### config.mk
export PLATFORM = sky130hd
export DESIGN_NAME = instr_exec_unit
export DESIGN_NICKNAME = d
export VERILOG_FILES = /design/src/rtl/instr_register_pkg.sv /design/src/rtl/instr_exec_div.sv /design/src/rtl/instr_exec_unit.sv
export SDC_FILE = /design/constraint.sdc
export NUM_CORES = 2
export LEC_CHECK = 0
export BUFFER_PORTS_ARGS = -buffer_cell sky130_fd_sc_hd__buf_2
export CORE_ASPECT_RATIO = 2
export CORE_UTILIZATION = 35
export CTS_CLUSTER_DIAMETER = 200
export CTS_CLUSTER_SIZE = 14
export DETAILED_ROUTE_END_ITERATION = 10
export PLACE_DENSITY_LB_ADDON = 0.25
export SLEW_MARGIN = 10
export SYNTH_ARGS = -nofsm -noshare
export SYNTH_HDL_FRONTEND = slang
export SYNTH_HIERARCHICAL = 1
export SYNTH_SLANG_ARGS = --single-unit
### constraint.sdc
create_clock -name clk -period 15.7 [get_ports clk]
set_input_delay 2.355 -clock clk [delete_from_list [all_inputs] [get_ports clk]]
set_output_delay 2.355 -clock clk [all_outputs]
set_load 0.1 [all_outputs]
### src/rtl/instr_register_pkg.sv
// Shared types for instr_register and its execute stage: opcodes, operand and
// address widths, the instruction word, the 64-bit result and the execute FSM
// state encoding. Also holds the single-cycle ALU used by instr_exec_unit.
package instr_register_pkg;

  localparam int OPERAND_W = 32;
  localparam int RESULT_W  = 64;
  localparam int ADDR_W    = 5;

  typedef enum logic [2:0] {
    ZERO  = 3'd0,
    PASSA = 3'd1,
    PASSB = 3'd2,
    ADD   = 3'd3,
    SUB   = 3'd4,
    MULT  = 3'd5,
    DIV   = 3'd6,
    MOD   = 3'd7
  } opcode_t;

  typedef logic signed [OPERAND_W-1:0] operand_t;
  typedef logic        [ADDR_W-1:0]    address_t;
  typedef logic signed [RESULT_W-1:0]  result_t;

  typedef struct packed {
    opcode_t  opc;
    operand_t op_a;
    operand_t op_b;
  } instruction_t;

  typedef enum logic [2:0] {
    IDLE  = 3'd0,
    FETCH = 3'd1,
    EXEC  = 3'd2,
    DIVW  = 3'd3,
    WRITE = 3'd4
  } exec_state_t;

  function automatic logic is_divide(input opcode_t opc);
    return (opc == DIV) || (opc == MOD);
  endfunction

  // Single-cycle opcodes; operands are sign-extended to 64 bits first so
  // ADD/SUB cannot overflow and MULT yields the full product.
  // DIV/MOD are handled by the caller and return 0 here.
  function automatic result_t alu_simple(input instruction_t ir);
    result_t a;
    result_t b;
    result_t r;
    a = result_t'(ir.op_a);
    b = result_t'(ir.op_b);
    case (ir.opc)
      ZERO:    r = '0;
      PASSA:   r = a;
      PASSB:   r = b;
      ADD:     r = a + b;
      SUB:     r = a - b;
      MULT:    r = a * b;
      default: r = '0;
    endcase
    return r;
  endfunction

endpackage

### src/rtl/instr_exec_div.sv
// Signed restoring divider, one quotient bit per cycle on operand magnitudes.
// Latency: div_done asserts DIV_ITER cycles after the div_start edge, for one cycle.
// Backpressure: none; div_start restarts the divider unconditionally, reset aborts it.
// Ports: clk, reset_n (async active-low), div_start, dividend, divisor (signed),
//        div_done, quotient (DIV_ITER+1 bits signed), remainder (DIV_ITER bits signed).
// Compiled into the design only when EXEC_DIV_EN is defined.
module instr_exec_div #(
  parameter int DIV_ITER = 32
) (
  input  logic                       clk,
  input  logic                       reset_n,
  input  logic                       div_start,
  input  logic signed [DIV_ITER-1:0] dividend,
  input  logic signed [DIV_ITER-1:0] divisor,
  output logic                       div_done,
  output logic signed [DIV_ITER:0]   quotient,
  output logic signed [DIV_ITER-1:0] remainder
);

  localparam int CW = $clog2(DIV_ITER + 1);
  localparam logic [CW-1:0] ITER_CNT = CW'(DIV_ITER);

  logic [DIV_ITER-1:0] quo_q;
  logic [DIV_ITER-1:0] den_q;
  logic [DIV_ITER-1:0] rem_q;
  logic [CW-1:0]       cnt_q;
  logic                run_q;
  logic                neg_quo_q;
  logic                neg_rem_q;

  logic [DIV_ITER:0]   rem_sh;
  logic                ge;
  logic [DIV_ITER-1:0] rem_next;

  function automatic logic [DIV_ITER-1:0] mag(input logic signed [DIV_ITER-1:0] v);
    // The most negative value maps onto its own bit pattern, which read as
    // unsigned is the correct magnitude.
    return v[DIV_ITER-1] ? DIV_ITER'(-v) : DIV_ITER'(v);
  endfunction

  // Partial remainder is always below the divisor, so the shifted value fits
  // DIV_ITER+1 bits and the difference fits DIV_ITER bits.
  always_comb begin
    rem_sh   = {rem_q, quo_q[DIV_ITER-1]};
    ge       = (rem_sh >= {1'b0, den_q});
    rem_next = ge ? (rem_sh[DIV_ITER-1:0] - den_q) : rem_sh[DIV_ITER-1:0];
  end

  always_ff @(posedge clk or negedge reset_n) begin
    if (!reset_n) begin
      quo_q     <= '0;
      den_q     <= '0;
      rem_q     <= '0;
      cnt_q     <= '0;
      run_q     <= 1'b0;
      neg_quo_q <= 1'b0;
      neg_rem_q <= 1'b0;
    end else if (div_start) begin
      quo_q     <= mag(dividend);
      den_q     <= mag(divisor);
      rem_q     <= '0;
      cnt_q     <= ITER_CNT;
      run_q     <= 1'b1;
      neg_quo_q <= dividend[DIV_ITER-1] ^ divisor[DIV_ITER-1];
      neg_rem_q <= dividend[DIV_ITER-1];
    end else if (run_q) begin
      if (cnt_q != '0) begin
        rem_q <= rem_next;
        quo_q <= {quo_q[DIV_ITER-2:0], ge};
        cnt_q <= cnt_q - CW'(1);
      end else begin
        run_q <= 1'b0;
      end
    end
  end

  assign div_done = run_q && (cnt_q == '0);

  // Truncation toward zero; remainder takes the dividend's sign.
  assign quotient  = neg_quo_q ? -$signed({1'b0, quo_q}) : $signed({1'b0, quo_q});
  assign remainder = neg_rem_q ? -$signed(rem_q) : $signed(rem_q);

endmodule

### src/rtl/instr_exec_unit.sv
// Execute stage behind instr_register: fetches a wrapping range of entries and emits one result each.
// Latency: 3 cycles per instruction (FETCH, EXEC, WRITE); DIV/MOD with the divider take 36.
// Backpressure: none; result_valid is a pulse, start is ignored unless the unit is idle.
// Ports: clk, reset_n (async active-low), start, first_ptr, last_ptr -> read_pointer;
//        instruction_word (combinational from instr_register); busy, result_valid,
//        result_ptr, result, err_div0, done (all registered).
// Macro EXEC_DIV_EN: when defined, instantiates instr_exec_div for DIV/MOD;
// when undefined, DIV/MOD finish in EXEC with result 0 and err_div0 = 1.
module instr_exec_unit
  import instr_register_pkg::*;
#(
  parameter int DIV_ITER = 32
) (
  input  logic         clk,
  input  logic         reset_n,
  input  logic         start,
  input  address_t     first_ptr,
  input  address_t     last_ptr,
  output address_t     read_pointer,
  input  instruction_t instruction_word,
  output logic         busy,
  output logic         result_valid,
  output address_t     result_ptr,
  output result_t      result,
  output logic         err_div0,
  output logic         done
);

  exec_state_t  state;
  address_t     ptr;
  address_t     last;
  instruction_t ir;

  result_t exec_res;
  logic    exec_err;
  logic    exec_long;

  always_comb begin
    exec_res  = alu_simple(ir);
    exec_err  = 1'b0;
    exec_long = 1'b0;
    if (is_divide(ir.opc)) begin
      exec_res = '0;
`ifdef EXEC_DIV_EN
      exec_err  = (ir.op_b == '0);
      exec_long = (ir.op_b != '0);
`else
      exec_err  = 1'b1;
`endif
    end
  end

`ifdef EXEC_DIV_EN
  logic                       div_start;
  logic                       div_done;
  logic signed [DIV_ITER:0]   div_quo;
  logic signed [DIV_ITER-1:0] div_rem;

  assign div_start = (state == EXEC) && exec_long;

  instr_exec_div #(
    .DIV_ITER (DIV_ITER)
  ) u_div (
    .clk       (clk),
    .reset_n   (reset_n),
    .div_start (div_start),
    .dividend  (ir.op_a),
    .divisor   (ir.op_b),
    .div_done  (div_done),
    .quotient  (div_quo),
    .remainder (div_rem)
  );
`endif

  // The pointer register drives the read port directly; it only changes on
  // run start and in WRITE, so it is stable throughout FETCH.
  assign read_pointer = ptr;

  always_ff @(posedge clk or negedge reset_n) begin
    if (!reset_n) begin
      state        <= IDLE;
      ptr          <= '0;
      last         <= '0;
      ir           <= '0;
      busy         <= 1'b0;
      result_valid <= 1'b0;
      result_ptr   <= '0;
      result       <= '0;
      err_div0     <= 1'b0;
      done         <= 1'b0;
    end else begin
      case (state)
        IDLE: begin
          result_valid <= 1'b0;
          done         <= 1'b0;
          if (start) begin
            ptr   <= first_ptr;
            last  <= last_ptr;
            busy  <= 1'b1;
            state <= FETCH;
          end
        end

        FETCH: begin
          ir    <= instruction_word;
          state <= EXEC;
        end

        EXEC: begin
          if (exec_long) begin
            state <= DIVW;
          end else begin
            // Outputs are loaded on entry to WRITE so they are visible
            // for exactly the WRITE cycle.
            result       <= exec_res;
            err_div0     <= exec_err;
            result_ptr   <= ptr;
            result_valid <= 1'b1;
            done         <= (ptr == last);
            state        <= WRITE;
          end
        end

        DIVW: begin
`ifdef EXEC_DIV_EN
          if (div_done) begin
            result       <= (ir.opc == DIV) ? result_t'(div_quo) : result_t'(div_rem);
            err_div0     <= 1'b0;
            result_ptr   <= ptr;
            result_valid <= 1'b1;
            done         <= (ptr == last);
            state        <= WRITE;
          end
`else
          // Unreachable without the divider; recover to IDLE if ever entered.
          busy  <= 1'b0;
          state <= IDLE;
`endif
        end

        WRITE: begin
          result_valid <= 1'b0;
          done         <= 1'b0;
          if (ptr == last) begin
            busy  <= 1'b0;
            state <= IDLE;
          end else begin
            ptr   <= ptr + address_t'(1);
            state <= FETCH;
          end
        end

        default: begin
          busy  <= 1'b0;
          state <= IDLE;
        end
      endcase
    end
  end

endmodule

==> results.toml <==
[worst_setup_path]
reg2reg_to = "result[63]$_DFFE_PN0P_"
worstPathMaxFanout = 16
cp_top_family = "adder cells"
path_common_cell = "fa_1"
timing.critical_path.to = "result[63]$_DFFE_PN0P_"
worst-path-buf-inv = 7
regToRegStartpoint = "ir[7]$_DFFE_PN0P_"
critPathMaxStageDelay_ns = 0.98
start_kind = "flop"
slowest_stage = "fa_1"
path_cells = "inv_1 -> nor2_1 -> fa_1 -> inv_1 -> fa_1 -> inv_1 -> fa_1 -> fa_1 -> inv_1 -> fa_1 -> inv_1 -> fa_1 -> inv_1 -> fa_1 -> inv_1 -> fa_1 -> ha_1 -> nand4_1 -> nor3_1 -> o21ai_2 -> a21oi_1 -> o31a_1 -> nand2_1"
cp_num_cells = 23
endpoint_kind = "flop"
crit_start = "ir[7]$_DFFE_PN0P_"
worstPathRequired_ns = 16.09
critPathKind = "reg2reg"
cp_data_arrival_time_ns = 10.15
regToRegSetupSlack_ns = 5.94
ff2ff_path_depth = 23

[placed_design]
place_congestion = 1.00
port_buffers = 157
post-dp-hpwl_um = 146000
post-place-ws_ns = 5.99
dpl_cell_area_sq_mm = 0.0487

[yosys]
synth_top_area_share = 0.470
synth_edf_count = 0
avgSynthCellArea_sq_um = 9.22
netlist_area_sq_mm = 0.0461
yosys-top-cells-area = "fa_1 (47%), dfrtp_1 (8.3%), inv_1 (8.3%), ha_1 (6.8%), and2_1 (6.4%)"
synth-seq-cells = 153
syn_nets = 6417
syn_inst = 5003
synth_top_flop_cell = "dfrtp_1"
ys_types = 90
ys_seq_area_frac = 0.0830
async_reset_ff_frac = 1.00
synth_top_area_cell = "fa_1"
yosys_warnings = 6

[clock_network]
cts.path.max_buffers = 2
clk_latency_ns = 0.51
clk_pin_slew_ns = 0.07
cts_root_buffer = "clkbuf_16"
cts_resized = 0
ctsHtreeMaxLevel = 4
clkSinkCount = 153
cts_tree = "done"
holdBufCountCts = 0
cts_setup_buffers = 0
numCtsBuffers = 17

[drt]
dr.pass1.iters = 9
finalWirelength_um = 181000
ant_nets = 0
wl_met2_um = 96500
met3WireLength_um = 8700
met1_length_um = 53800
wl_per_cell_um = 26.9
drt_iter0_markers = 2140
highest_layer = "met5"
vias = 36342
drc = 0
via_per_inst = 5.42

[global_routing]
track_usage = 0.280
overflow = 0
grt_max_degree = 103
grt_pass1_vias = 41009
antenna_found_initial = 16
grt_pass1_wl_um = 267000

[sta]
fin_setup_tns_ns = 0
max-slew-margin-rel = 0.228
period_needed_ns = 9.76
finalSetupViolCount = 0
rsz0062_at_grt = "false"
period_share = 0.621
clock_skew_ns = 0.0175
tightest_slew_ns = 1.15
finalHoldViolCount = 0
finalWorstSetupSlack_ns = 5.94
slew_violations = 0
hold_slack_ns = 0.473
fmax_mhz = 103

[cells_and_area]
area_growth_pct = 6.86
fin_area_sq_mm = 0.0493
layout.nets = 6388
drive_gt1_frac = 0.0736
n_fill_cell = 13362

[floorplan]
ios = 158
rows = 188
die_x_um = 259
core_area_sq_mm = 0.131
initial_core_util = 0.352
die_h_um = 515
dieArea_sq_mm = 0.133

[status]
status = "complete, no violations"

[run]
cap_violations = 0

[worst_hold_path]
hp-class = "reg2reg"
## cell families (layout without fill, tap and decap cells)
group,after synthesis,in the layout,synth area share
buffers and inverters,1312,1296,0.107
AO/OA/AOI/OAI,613,613,0.0911
AND/OR/NAND/NOR,1460,1460,0.153
XOR/XNOR,77,77,0.0146
other,0,5,0
flip-flops,153,153,0.0830
adder cells (fa/ha/maj),1334,1334,0.538
multiplexers,54,54,0.0129
## flip-flops by register name (all words and copies together), names as in the netlist
signal        flops
busy              1
done              1
err_div0          1
ir               67
last              5
read_pointer      5
result           64
result_ptr        5
result_valid      1
state             3
## worst min path at each step
stage / from / cells after the start / to / slack (ns)
floorplan: last[0]$_DFFE_PN0P_ / 1 / last[0]$_DFFE_PN0P_ / 0.50
global placement: result_ptr[1]$_DFFE_PN0P_ / 2 / result_ptr[1]$_DFFE_PN0P_ / 0.45
detailed placement: result_ptr[1]$_DFFE_PN0P_ / 2 / result_ptr[1]$_DFFE_PN0P_ / 0.46
CTS: result_ptr[1]$_DFFE_PN0P_ / 2 / result_ptr[1]$_DFFE_PN0P_ / 0.48
global route: result[11]$_DFFE_PN0P_ / 1 / result[11]$_DFFE_PN0P_ / 0.51
finish: result_ptr[0]$_DFFE_PN0P_ / 2 / result_ptr[0]$_DFFE_PN0P_ / 0.47
## worst min-delay path, delay by kind of cell, from the launching register on
kind             cells  cell delay (ns)
DFF                  1             0.34
and+or+nand+nor      2             0.10
## placed cells by master, fill, tap and decap left out, types with 14 or more instances in the layout
cell          n
a22oi_1      20
o21a_1       16
a211oi_1     16
xnor2_1      48
o21bai_1     16
nand4_1      17
a21o_1       54
clkbuf_16    17
nor2b_1      15
nand2_1     635
xor2_1       29
fa_1       1084
and2_1      473
inv_1      1018
mux2_2       45
ha_1        250
nand2b_1     20
buf_2       156
o221ai_1     14
o211ai_1     17
nor2_1      161
a222oi_1     21
dfrtp_1     150
nand3_1      44
a31oi_1      24
nor3_1       36
o21ai_0     133
buf_4        86
a21oi_1     146
## area by class of cell
cell class	count	area (sq um)	share of cell area
Antenna cell	5	12.5	0.000254
Clock buffer	18	429	0.00870
Clock inverter	14	205	0.00416
Inverter	1021	3830	0.0777
Multi-Input combinational cell	3538	37400	0.759
Sequential cell	153	3830	0.0777
Tap cell	1710	2140	0.0434
Timing Repair Buffer	243	1440	0.0292
## cell usage after synthesis (all sizes together) (8+ instances only)
cell type / n
nand4: 18
inv: 1018
a211oi: 22
a22o: 12
and3: 12
a221oi: 12
o21a: 16
xnor2: 48
ha: 250
nand2b: 20
a222oi: 21
a22oi: 20
a21o: 54
nor2: 163
nor4: 8
fa: 1084
a211o: 8
o21bai: 16
o31ai: 12
a31oi: 25
buf: 18
nand2: 636
a21oi: 147
or3: 10
xor2: 29
nand3: 44
and2: 474
o211ai: 18
nor3: 39
o221ai: 15
nor2b: 15
o21ai: 142
clkbuf: 273
mux2i: 9
mux2: 45
dfrtp: 153
a221o: 9
## stage by stage
step                      utilization  instances
after floorplan                     -       5003
after global placement          0.371       6665
after detailed placement        0.371       6665
after CTS                       0.376       6697
after global routing            0.376       6698
final                           0.376       6702
## metal layers
| metal | global-route usage | vias to the layer above |
|---|---|---|
| met2 | 0.515 | 1412 |
| li1 | - | 15139 |
| met1 | 0.258 | 19116 |
| met3 | 0.0420 | 661 |
| met4 | 0.270 | 14 |
| met5 | 0 | - |
Power is left out: the tool's default activity adds up to more than one toggle a clock period on the data nets, which glitch-free logic cannot reach.
